--- config.mk ---
export PLATFORM = sky130hd
export DESIGN_NAME = spi_cmd_sequencer_flat
export DESIGN_NICKNAME = d
export VERILOG_FILES = /design/src/rtl/spi_cmd_pkg.sv /design/src/rtl/spi_cmd_sequencer_if.sv /design/src/rtl/spi_cmd_watchdog.sv /design/src/rtl/spi_cmd_sequencer.sv /design/src/flat_wrapper.sv
export SDC_FILE = /design/constraint.sdc
export NUM_CORES = 1
export LEC_CHECK = 0
export CAP_MARGIN = 20
export CORE_MARGIN = 10
export CORE_UTILIZATION = 38
export CTS_CLUSTER_DIAMETER = 80
export DETAILED_ROUTE_END_ITERATION = 16
export PLACE_DENSITY = 0.79
export SETUP_SLACK_MARGIN = 0.4
export SLEW_MARGIN = 10
export SYNTH_ARGS = -nofsm -noshare
export SYNTH_HDL_FRONTEND = slang
export SYNTH_SLANG_ARGS = --single-unit
--- constraint.sdc ---
create_clock -name clk -period 3 [get_ports clk]
set_input_delay 0.9 -clock clk [delete_from_list [all_inputs] [get_ports clk]]
set_output_delay 0.9 -clock clk [all_outputs]
set_load 0.01 [all_outputs]
--- src/rtl/spi_cmd_pkg.sv ---
`default_nettype none
// ============================================================================
// Module   : spi_cmd_pkg
// Purpose  : Shared types and constants for the SPI command sequencer:
//            FSM state encoding, opcodes, header field positions, default
//            magic byte and the header validity rule.
// Revision : 1.0 - initial release
// ============================================================================
package spi_cmd_pkg;

    localparam logic [7:0] MAGIC_DEFAULT = 8'hA5;

    localparam logic [7:0] OP_WRITE = 8'h01;
    localparam logic [7:0] OP_BURST = 8'h02;

    localparam int HDR_MAGIC_MSB = 31;
    localparam int HDR_MAGIC_LSB = 24;
    localparam int HDR_OP_MSB    = 23;
    localparam int HDR_OP_LSB    = 16;
    localparam int HDR_ADDR_MSB  = 15;
    localparam int HDR_ADDR_LSB  = 8;
    localparam int HDR_LEN_MSB   = 7;
    localparam int HDR_LEN_LSB   = 0;

    typedef enum logic [1:0] {
        ST_IDLE  = 2'd0,
        ST_DATA  = 2'd1,
        ST_ISSUE = 2'd2,
        ST_ABORT = 2'd3
    } state_t;

    // A header is usable when the magic byte matches and it is either a
    // single WRITE or a BURST of at least one word.
    function automatic logic hdr_is_valid(input logic [31:0] hdr, input logic [7:0] magic);
        logic [7:0] w_op;
        logic [7:0] w_len;
        w_op  = hdr[HDR_OP_MSB:HDR_OP_LSB];
        w_len = hdr[HDR_LEN_MSB:HDR_LEN_LSB];
        return (hdr[HDR_MAGIC_MSB:HDR_MAGIC_LSB] == magic) &&
               ((w_op == OP_WRITE) || ((w_op == OP_BURST) && (w_len != 8'd0)));
    endfunction

endpackage
`default_nettype wire

--- src/rtl/spi_cmd_sequencer_if.sv ---
`default_nettype none
// ============================================================================
// Module   : spi_cmd_sequencer_if
// Purpose  : Bundles the SPI receive side and the configuration write
//            handshake of the command sequencer. The master modport is the
//            sequencer's view; the slave modport is the surrounding system.
// Revision : 1.0 - initial release
// ============================================================================
interface spi_cmd_sequencer_if;

    logic        spi_en;
    logic [31:0] rx_word;
    logic        rx_rdy;
    logic [7:0]  cfg_addr;
    logic [31:0] cfg_data;
    logic        cfg_valid;
    logic        cfg_ready;

    modport master (
        output spi_en,
        input  rx_word,
        input  rx_rdy,
        output cfg_addr,
        output cfg_data,
        output cfg_valid,
        input  cfg_ready
    );

    modport slave (
        input  spi_en,
        output rx_word,
        output rx_rdy,
        input  cfg_addr,
        input  cfg_data,
        input  cfg_valid,
        output cfg_ready
    );

endinterface
`default_nettype wire

--- src/rtl/spi_cmd_watchdog.sv ---
`default_nettype none
// ============================================================================
// Module   : spi_cmd_watchdog
// Purpose  : Inter-word timer. Counts clk cycles while run is high, restarts
//            on kick, and flags expired once TIMEOUT_CYC cycles have passed
//            without a kick. Held cleared while run is low.
// Revision : 1.0 - initial release
// ============================================================================
module spi_cmd_watchdog #(
    parameter int TIMEOUT_CYC = 100000
) (
    input  logic clk,
    input  logic reset,
    input  logic run,
    input  logic kick,
    output logic expired
);

    localparam int C_CNT_W = $clog2(TIMEOUT_CYC + 1);

    logic [C_CNT_W-1:0] r_cnt;

    // Cycle counter; stops at the limit so expired stays asserted.
    always_ff @(posedge clk or posedge reset) begin
        if (reset) begin
            r_cnt <= '0;
        end else if (kick || !run) begin
            r_cnt <= '0;
        end else if (!expired) begin
            r_cnt <= r_cnt + C_CNT_W'(1);
        end
    end

    assign expired = (r_cnt == C_CNT_W'(TIMEOUT_CYC));

endmodule
`default_nettype wire

--- src/rtl/spi_cmd_sequencer.sv ---
`default_nettype none
// ============================================================================
// Module   : spi_cmd_sequencer
// Purpose  : Decodes SPI command frames (header + data words) into
//            configuration register writes over a valid/ready handshake.
//            Counts completed and aborted frames.
// Options  : SPI_CMD_TIMEOUT_EN - when defined, an inter-word watchdog aborts
//            a frame that stalls for TIMEOUT_CYC cycles.
// Revision : 1.0 - initial release
// ============================================================================
module spi_cmd_sequencer
    import spi_cmd_pkg::*;
#(
    parameter logic [7:0] MAGIC       = MAGIC_DEFAULT,
    parameter int         TIMEOUT_CYC = 100000
) (
    input  logic                 clk,
    input  logic                 reset,
    input  logic                 en,
    spi_cmd_sequencer_if.master  bus,
    output logic                 busy,
    output logic [15:0]          frame_cnt,
    output logic [15:0]          err_cnt
);

    state_t      r_state;
    state_t      w_state_next;
    logic [7:0]  r_addr;
    logic [7:0]  r_count;
    logic [31:0] r_hold;
    logic        r_overrun;
    logic [15:0] r_frame_cnt;
    logic [15:0] r_err_cnt;

    logic        w_cfg_valid;
    logic        w_xfer;
    logic        w_expired;
    logic        w_load_hdr;
    logic        w_load_hold;
    logic        w_set_ovr;
    logic        w_frame_inc;
    logic        w_err_inc;

    // Gating with en drops a pending write the moment the sequencer is disabled.
    assign w_cfg_valid = (r_state == ST_ISSUE) && en;
    assign w_xfer      = w_cfg_valid && bus.cfg_ready;

`ifdef SPI_CMD_TIMEOUT_EN
    logic w_wd_run;
    logic w_wd_kick;

    assign w_wd_run  = (r_state == ST_DATA) || (r_state == ST_ISSUE);
    assign w_wd_kick = w_load_hdr || w_load_hold;

    spi_cmd_watchdog #(
        .TIMEOUT_CYC (TIMEOUT_CYC)
    ) u_watchdog (
        .clk     (clk),
        .reset   (reset),
        .run     (w_wd_run),
        .kick    (w_wd_kick),
        .expired (w_expired)
    );
`else
    assign w_expired = 1'b0;
`endif

    // FSM state register.
    always_ff @(posedge clk or posedge reset) begin
        if (reset) begin
            r_state <= ST_IDLE;
        end else begin
            r_state <= w_state_next;
        end
    end

    // Next-state decode and per-cycle datapath controls.
    always_comb begin
        w_state_next = r_state;
        w_load_hdr   = 1'b0;
        w_load_hold  = 1'b0;
        w_set_ovr    = 1'b0;
        w_frame_inc  = 1'b0;
        w_err_inc    = 1'b0;
        if (!en) begin
            w_state_next = ST_IDLE;
        end else if (w_expired && ((r_state == ST_DATA) || (r_state == ST_ISSUE))) begin
            w_state_next = ST_ABORT;
        end else begin
            case (r_state)
                ST_IDLE: begin
                    if (bus.rx_rdy) begin
                        if (hdr_is_valid(bus.rx_word, MAGIC)) begin
                            w_load_hdr   = 1'b1;
                            w_state_next = ST_DATA;
                        end else begin
                            w_state_next = ST_ABORT;
                        end
                    end
                end
                ST_DATA: begin
                    if (bus.rx_rdy) begin
                        w_load_hold  = 1'b1;
                        w_state_next = ST_ISSUE;
                    end
                end
                ST_ISSUE: begin
                    if (w_xfer) begin
                        if (r_overrun) begin
                            w_state_next = ST_ABORT;
                        end else if (r_count == 8'd1) begin
                            w_frame_inc  = 1'b1;
                            w_state_next = ST_IDLE;
                        end else if (bus.rx_rdy) begin
                            // Next word arriving on the accept cycle is not an overrun.
                            w_load_hold  = 1'b1;
                            w_state_next = ST_ISSUE;
                        end else begin
                            w_state_next = ST_DATA;
                        end
                    end else if (bus.rx_rdy) begin
                        w_set_ovr = 1'b1;
                    end
                end
                ST_ABORT: begin
                    w_err_inc    = 1'b1;
                    w_state_next = ST_IDLE;
                end
                default: begin
                    w_state_next = ST_IDLE;
                end
            endcase
        end
    end

    // Address, remaining count, hold register, overrun flag and frame counters.
    always_ff @(posedge clk or posedge reset) begin
        if (reset) begin
            r_addr      <= 8'd0;
            r_count     <= 8'd0;
            r_hold      <= 32'd0;
            r_overrun   <= 1'b0;
            r_frame_cnt <= 16'd0;
            r_err_cnt   <= 16'd0;
        end else begin
            if (w_load_hdr) begin
                r_addr  <= bus.rx_word[HDR_ADDR_MSB:HDR_ADDR_LSB];
                r_count <= (bus.rx_word[HDR_OP_MSB:HDR_OP_LSB] == OP_WRITE) ?
                           8'd1 : bus.rx_word[HDR_LEN_MSB:HDR_LEN_LSB];
            end else if (w_xfer) begin
                r_addr  <= r_addr + 8'd1;
                r_count <= r_count - 8'd1;
            end
            if (w_load_hold) begin
                r_hold <= bus.rx_word;
            end
            if (w_state_next != ST_ISSUE) begin
                r_overrun <= 1'b0;
            end else if (w_set_ovr) begin
                r_overrun <= 1'b1;
            end
            if (w_frame_inc) begin
                r_frame_cnt <= r_frame_cnt + 16'd1;
            end
            if (w_err_inc && (r_err_cnt != 16'hFFFF)) begin
                r_err_cnt <= r_err_cnt + 16'd1;
            end
        end
    end

    assign bus.spi_en    = en;
    assign bus.cfg_addr  = r_addr;
    assign bus.cfg_data  = r_hold;
    assign bus.cfg_valid = w_cfg_valid;
    assign busy          = (r_state != ST_IDLE);
    assign frame_cnt     = r_frame_cnt;
    assign err_cnt       = r_err_cnt;

endmodule
`default_nettype wire
--- src/flat_wrapper.sv ---
// flat-port wrapper written by rule: the top's interface ports become plain ports
module spi_cmd_sequencer_flat import spi_cmd_pkg::*;
#(
    parameter logic [7:0] MAGIC       = MAGIC_DEFAULT,
    parameter int         TIMEOUT_CYC = 100000
)
  (clk, reset, en, busy, frame_cnt, err_cnt, bus_spi_en, bus_rx_word, bus_rx_rdy, bus_cfg_addr, bus_cfg_data, bus_cfg_valid, bus_cfg_ready);
  spi_cmd_sequencer_if bus_i ();
  input  logic clk;
  input  logic reset;
  input  logic en;
  output logic busy;
  output logic [15:0] frame_cnt;
  output logic [15:0] err_cnt;
  output wire logic [$bits(bus_i.spi_en)-1:0] bus_spi_en;
  input wire logic [$bits(bus_i.rx_word)-1:0] bus_rx_word;
  input wire logic [$bits(bus_i.rx_rdy)-1:0] bus_rx_rdy;
  output wire logic [$bits(bus_i.cfg_addr)-1:0] bus_cfg_addr;
  output wire logic [$bits(bus_i.cfg_data)-1:0] bus_cfg_data;
  output wire logic [$bits(bus_i.cfg_valid)-1:0] bus_cfg_valid;
  input wire logic [$bits(bus_i.cfg_ready)-1:0] bus_cfg_ready;
  assign bus_spi_en = bus_i.spi_en;
  assign bus_i.rx_word = bus_rx_word;
  assign bus_i.rx_rdy = bus_rx_rdy;
  assign bus_cfg_addr = bus_i.cfg_addr;
  assign bus_cfg_data = bus_i.cfg_data;
  assign bus_cfg_valid = bus_i.cfg_valid;
  assign bus_i.cfg_ready = bus_cfg_ready;
  spi_cmd_sequencer #(.MAGIC(MAGIC), .TIMEOUT_CYC(TIMEOUT_CYC)) u_core (.clk(clk), .reset(reset), .en(en), .bus(bus_i), .busy(busy), .frame_cnt(frame_cnt), .err_cnt(err_cnt));
endmodule
==> metrics.txt <==
# TYPE chip_impl_metric gauge
chip_impl_info{name="outcome",value="finished clean"} 1
chip_impl_info{name="r2r_endpoint",value="u_core.bus.cfg_data[22]"} 1
chip_impl_metric{name="drv_slew",unit=""} 0
chip_impl_metric{name="postLayoutCellArea",unit="um^2"} 5600
chip_impl_metric{name="clkTransAtPathRegs",unit="ps"} 80
chip_impl_info{name="top_layer_used",value="met4"} 1
chip_impl_info{name="post_synth_main_area_contributors",value="dfrtp_1 (52%), mux2_2 (9.0%), xnor2_1 (5.5%)"} 1
chip_impl_metric{name="design.core.area",unit="um^2"} 10300
chip_impl_metric{name="post_synth_num_cell_types",unit=""} 43
chip_impl_info{name="critical_path.reg2reg.startpoint",value="u_core.r_count[1]"} 1
chip_impl_metric{name="placement.cell_area",unit="um^2"} 5340
chip_impl_info{name="endpoint_kind",value="register"} 1
chip_impl_metric{name="drt_first_iter_violations",unit=""} 180
chip_impl_metric{name="timing.critical_path.arrival",unit="ps"} 2770
chip_impl_metric{name="post_drt_via_cell_ratio",unit=""} 5.07
chip_impl_metric{name="min_period_over_period",unit=""} 0.845
chip_impl_metric{name="clock_skew",unit="ps"} 7.35
chip_impl_metric{name="timing.slew.headroom",unit=""} 0.532
chip_impl_info{name="worst_setup_path_start_kind",value="input pin"} 1
chip_impl_metric{name="count_of_endpoints_failing_hold_in_the_final_timing_report",unit=""} 0
chip_impl_metric{name="setup_total_negative_slack",unit="ps"} 0
chip_impl_info{name="grt_setup_unrepaired",value="false"} 1
chip_impl_metric{name="final_period_demand_of_the_worst_path",unit="ps"} 2530
chip_impl_metric{name="synth-seq-area-share",unit=""} 0.519
chip_impl_info{name="hold_class",value="register to register"} 1
chip_impl_metric{name="post_route_cells_drive_above_1_share",unit=""} 0.151
chip_impl_metric{name="finalWeightedCongestion",unit=""} 0.856
chip_impl_metric{name="worst_ir_drop_vdd",unit="V"} 0.000406
chip_impl_metric{name="initial_cell_density_of_the_core",unit=""} 0.389
chip_impl_metric{name="crit_fanout",unit=""} 25
chip_impl_metric{name="number_of_flops_mapped_to_enable_cells_by_yosys",unit=""} 0
chip_impl_metric{name="postSynthCellCount",unit=""} 353
chip_impl_metric{name="final_layout_worst_hold_slack",unit="ps"} 479
chip_impl_metric{name="post_synth_instance_area",unit="um^2"} 4000
chip_impl_metric{name="dr_total_vias",unit=""} 3138
chip_impl_metric{name="grt-ovfl-total",unit=""} 0
chip_impl_metric{name="postRouteAntennaNets",unit=""} 0
chip_impl_metric{name="antenna_found_initial",unit=""} 0
chip_impl_metric{name="rrSetupSlack",unit="ps"} 760
chip_impl_metric{name="numCtsBuffers",unit=""} 9
chip_impl_metric{name="htree_num_levels",unit=""} 3
chip_impl_metric{name="met3WireLength",unit="um"} 830
chip_impl_metric{name="aggregate_routed_wire_length",unit="um"} 10300
chip_impl_info{name="root_buffer",value="clkbuf_8"} 1
chip_impl_metric{name="top_level_ports",unit=""} 112
chip_impl_metric{name="report.power.total",unit="W"} 0.00390
chip_impl_metric{name="total_leakage_power",unit="nW"} 2.49
chip_impl_metric{name="reg2reg_depth",unit=""} 8
chip_impl_info{name="crit_start",value="bus_rx_word[6]"} 1
chip_impl_metric{name="detailedPlace.worstSlack",unit="ps"} 13.9
chip_impl_metric{name="die-area",unit="um^2"} 15000
chip_impl_metric{name="post-route-worst-setup-slack",unit="ps"} 466
chip_impl_metric{name="clock_insertion_delay_worst_skew",unit="ps"} 350
chip_impl_metric{name="drt_drc_violations_left",unit=""} 0
chip_impl_info{name="endpoint",value="u_core.bus.cfg_addr[6]"} 1
chip_impl_metric{name="ffs_latches_synth",unit=""} 83
chip_impl_metric{name="final_setup_violating_endpoints",unit=""} 0
chip_impl_metric{name="worstPathRequired",unit="ps"} 3230
chip_impl_metric{name="nets",unit=""} 525
chip_impl_metric{name="synth_nets",unit=""} 400
chip_impl_metric{name="row_count",unit=""} 37
chip_impl_metric{name="floorplan.die.width",unit="um"} 123
chip_impl_metric{name="die-height",unit="um"} 123
chip_impl_metric{name="cts-root-to-sink-buffers",unit=""} 2
chip_impl_metric{name="hpwlAfterDp",unit="um"} 8070
chip_impl_info{name="synth.most_common_cell",value="dfrtp_1"} 1
chip_impl_info{name="ys_dominant_reg_cell",value="dfrtp_1"} 1
chip_impl_metric{name="grt_usage",unit=""} 0.140
chip_impl_metric{name="share_of_async_settable_or_async_resettable_flops_after_synthesis",unit=""} 1.00
chip_impl_metric{name="cap_violations",unit=""} 0
chip_impl_metric{name="synthesis.yosys.warnings",unit=""} 0
chip_impl_metric{name="top_area_cell_type_share_of_the_netlist_area",unit=""} 0.519
chip_impl_info{name="criticalPathCategory",value="input pin to register"} 1
chip_impl_metric{name="detail_route.wl_per_cell",unit="um"} 16.6
chip_impl_metric{name="syn_area_per_cell",unit="um^2"} 11.3
chip_impl_metric{name="timing.fmax",unit="MHz"} 395
chip_impl_metric{name="cts_sinks",unit=""} 83
chip_impl_info{name="synth.cells.most_frequent",value="dfrtp_1 (83), nand2_1 (39), mux2_2 (32)"} 1
chip_impl_metric{name="grt_pass1_vias",unit=""} 3294
chip_impl_metric{name="synthToLayoutAreaGrowth",unit="%"} 40.1
chip_impl_metric{name="grt_start_max_net_pins",unit=""} 29
chip_impl_metric{name="met1Wirelength",unit="um"} 4270
chip_impl_metric{name="wl_met2",unit="um"} 5020
chip_impl_info{name="cts_tree",value="built"} 1
chip_impl_metric{name="num_antenna_cells",unit=""} 0
chip_impl_metric{name="port_buffers",unit=""} 111
chip_impl_metric{name="timing_worst_slew_pin_value",unit="ps"} 701
chip_impl_metric{name="drt_pass1_iterations",unit=""} 4
chip_impl_metric{name="first_pass_grt_wire_length",unit="um"} 16900
chip_impl_metric{name="p_per_cell_area",unit="nW/um^2"} 696
chip_impl_info{name="synth_largest_area_cell",value="dfrtp_1"} 1
-- critical path: stages --
cell and delay [ps]:
clkdlybuf4s50_1 540, nor4_1 70, a211o_1 340, a2111o_1 510
buf_12 210, nor2_1 120, a21oi_1 70
-- logic make-up after synthesis --
kind of cell | share of synthesized area
muxes | 0.0979
buffers and inverters | 0.0260
and+or+nand+nor | 0.177
DFF | 0.519
adders and majority gates | 0.0313
xor gates and xnor gates | 0.0942
AOI/OAI and AO/OA | 0.0538
-- power by group --
| part | internal (W) | switching (W) | leakage, nW |
|---|---|---|---|
| Combinational | 0.000782 | 0.000547 | 1.28 |
| Clock | 0.000502 | 0.000429 | 0.115 |
| Sequential | 0.00141 | 0.000230 | 1.10 |
-- through the flow --
| step | util | std cells |
|---|---|---|
| after floorplan | - | 353 |
| after global placement | 0.520 | 601 |
| after detailed placement | 0.520 | 601 |
| after CTS | 0.543 | 619 |
| after global routing | 0.545 | 619 |
| final | 0.545 | 619 |
-- registers in the layout (all words and copies together), names as in the netlist --
| signal | flops |
|---|---|
| u_core.frame_cnt | 16 |
| u_core.bus.cfg_addr | 8 |
| u_core.r_count | 8 |
| u_core.err_cnt | 16 |
| u_core.r_overrun | 1 |
| u_core.r_state | 2 |
| u_core.bus.cfg_data | 32 |
-- per-layer routing --
layer / vias up / GRT usage
met1: 1537 / 0.168
li1: 1495 / -
met4: 0 / 0.0530
met3: 13 / 0.0491
met2: 93 / 0.227
met5: - / 0
-- area by class of cell --
class / count / area, um^2
Tap cell: 136 / 170
Clock buffer: 10 / 138
Multi-Input combinational cell: 251 / 1830
Clock inverter: 6 / 96.3
Fill cell: 918 / 4670
Timing Repair Buffer: 126 / 1260
Sequential cell: 83 / 2080
Inverter: 7 / 30.0
-- placed cells by master, fill, tap and decap left out, drive strengths merged, types with 3 or more instances in the layout --
cell / n
nand4: 17
xor2: 18
nor3b: 3
inv: 8
ha: 10
nor3: 9
nor4b: 3
nor2b: 3
nor2: 21
nand3: 13
buf: 16
xnor2: 25
clkbuf: 10
clkdlybuf4s50: 107
dfrtp: 83
nand2: 39
a21oi: 11
and4: 6
and3: 8
and2: 3
nor4: 4
mux2: 33
o21ai: 7
-- how the worst min path moves through the flow --
stage | startpoint | to | slack, ps | depth (start not counted)
after floorplan | u_core.frame_cnt[15] | u_core.frame_cnt[15] | 500 | 1
after global placement | u_core.frame_cnt[15] | u_core.frame_cnt[15] | 460 | 1
after detailed placement | u_core.frame_cnt[15] | u_core.frame_cnt[15] | 470 | 1
after CTS | u_core.frame_cnt[15] | u_core.frame_cnt[15] | 490 | 1
after global routing | u_core.frame_cnt[15] | u_core.frame_cnt[15] | 490 | 1
final | u_core.frame_cnt[15] | u_core.frame_cnt[15] | 480 | 1
-- repair_timing --
item / 4_1_cts / 5_1_grt
setup buffers: 2 / 0
endpoints found under the hold margin: 0 / 0
resized for setup: 8 / 4
endpoints found under the setup margin: 3 / 12
hold buffers: 0 / 0
pin swaps: 0 / 1
(Power assumes the default switching activity.)
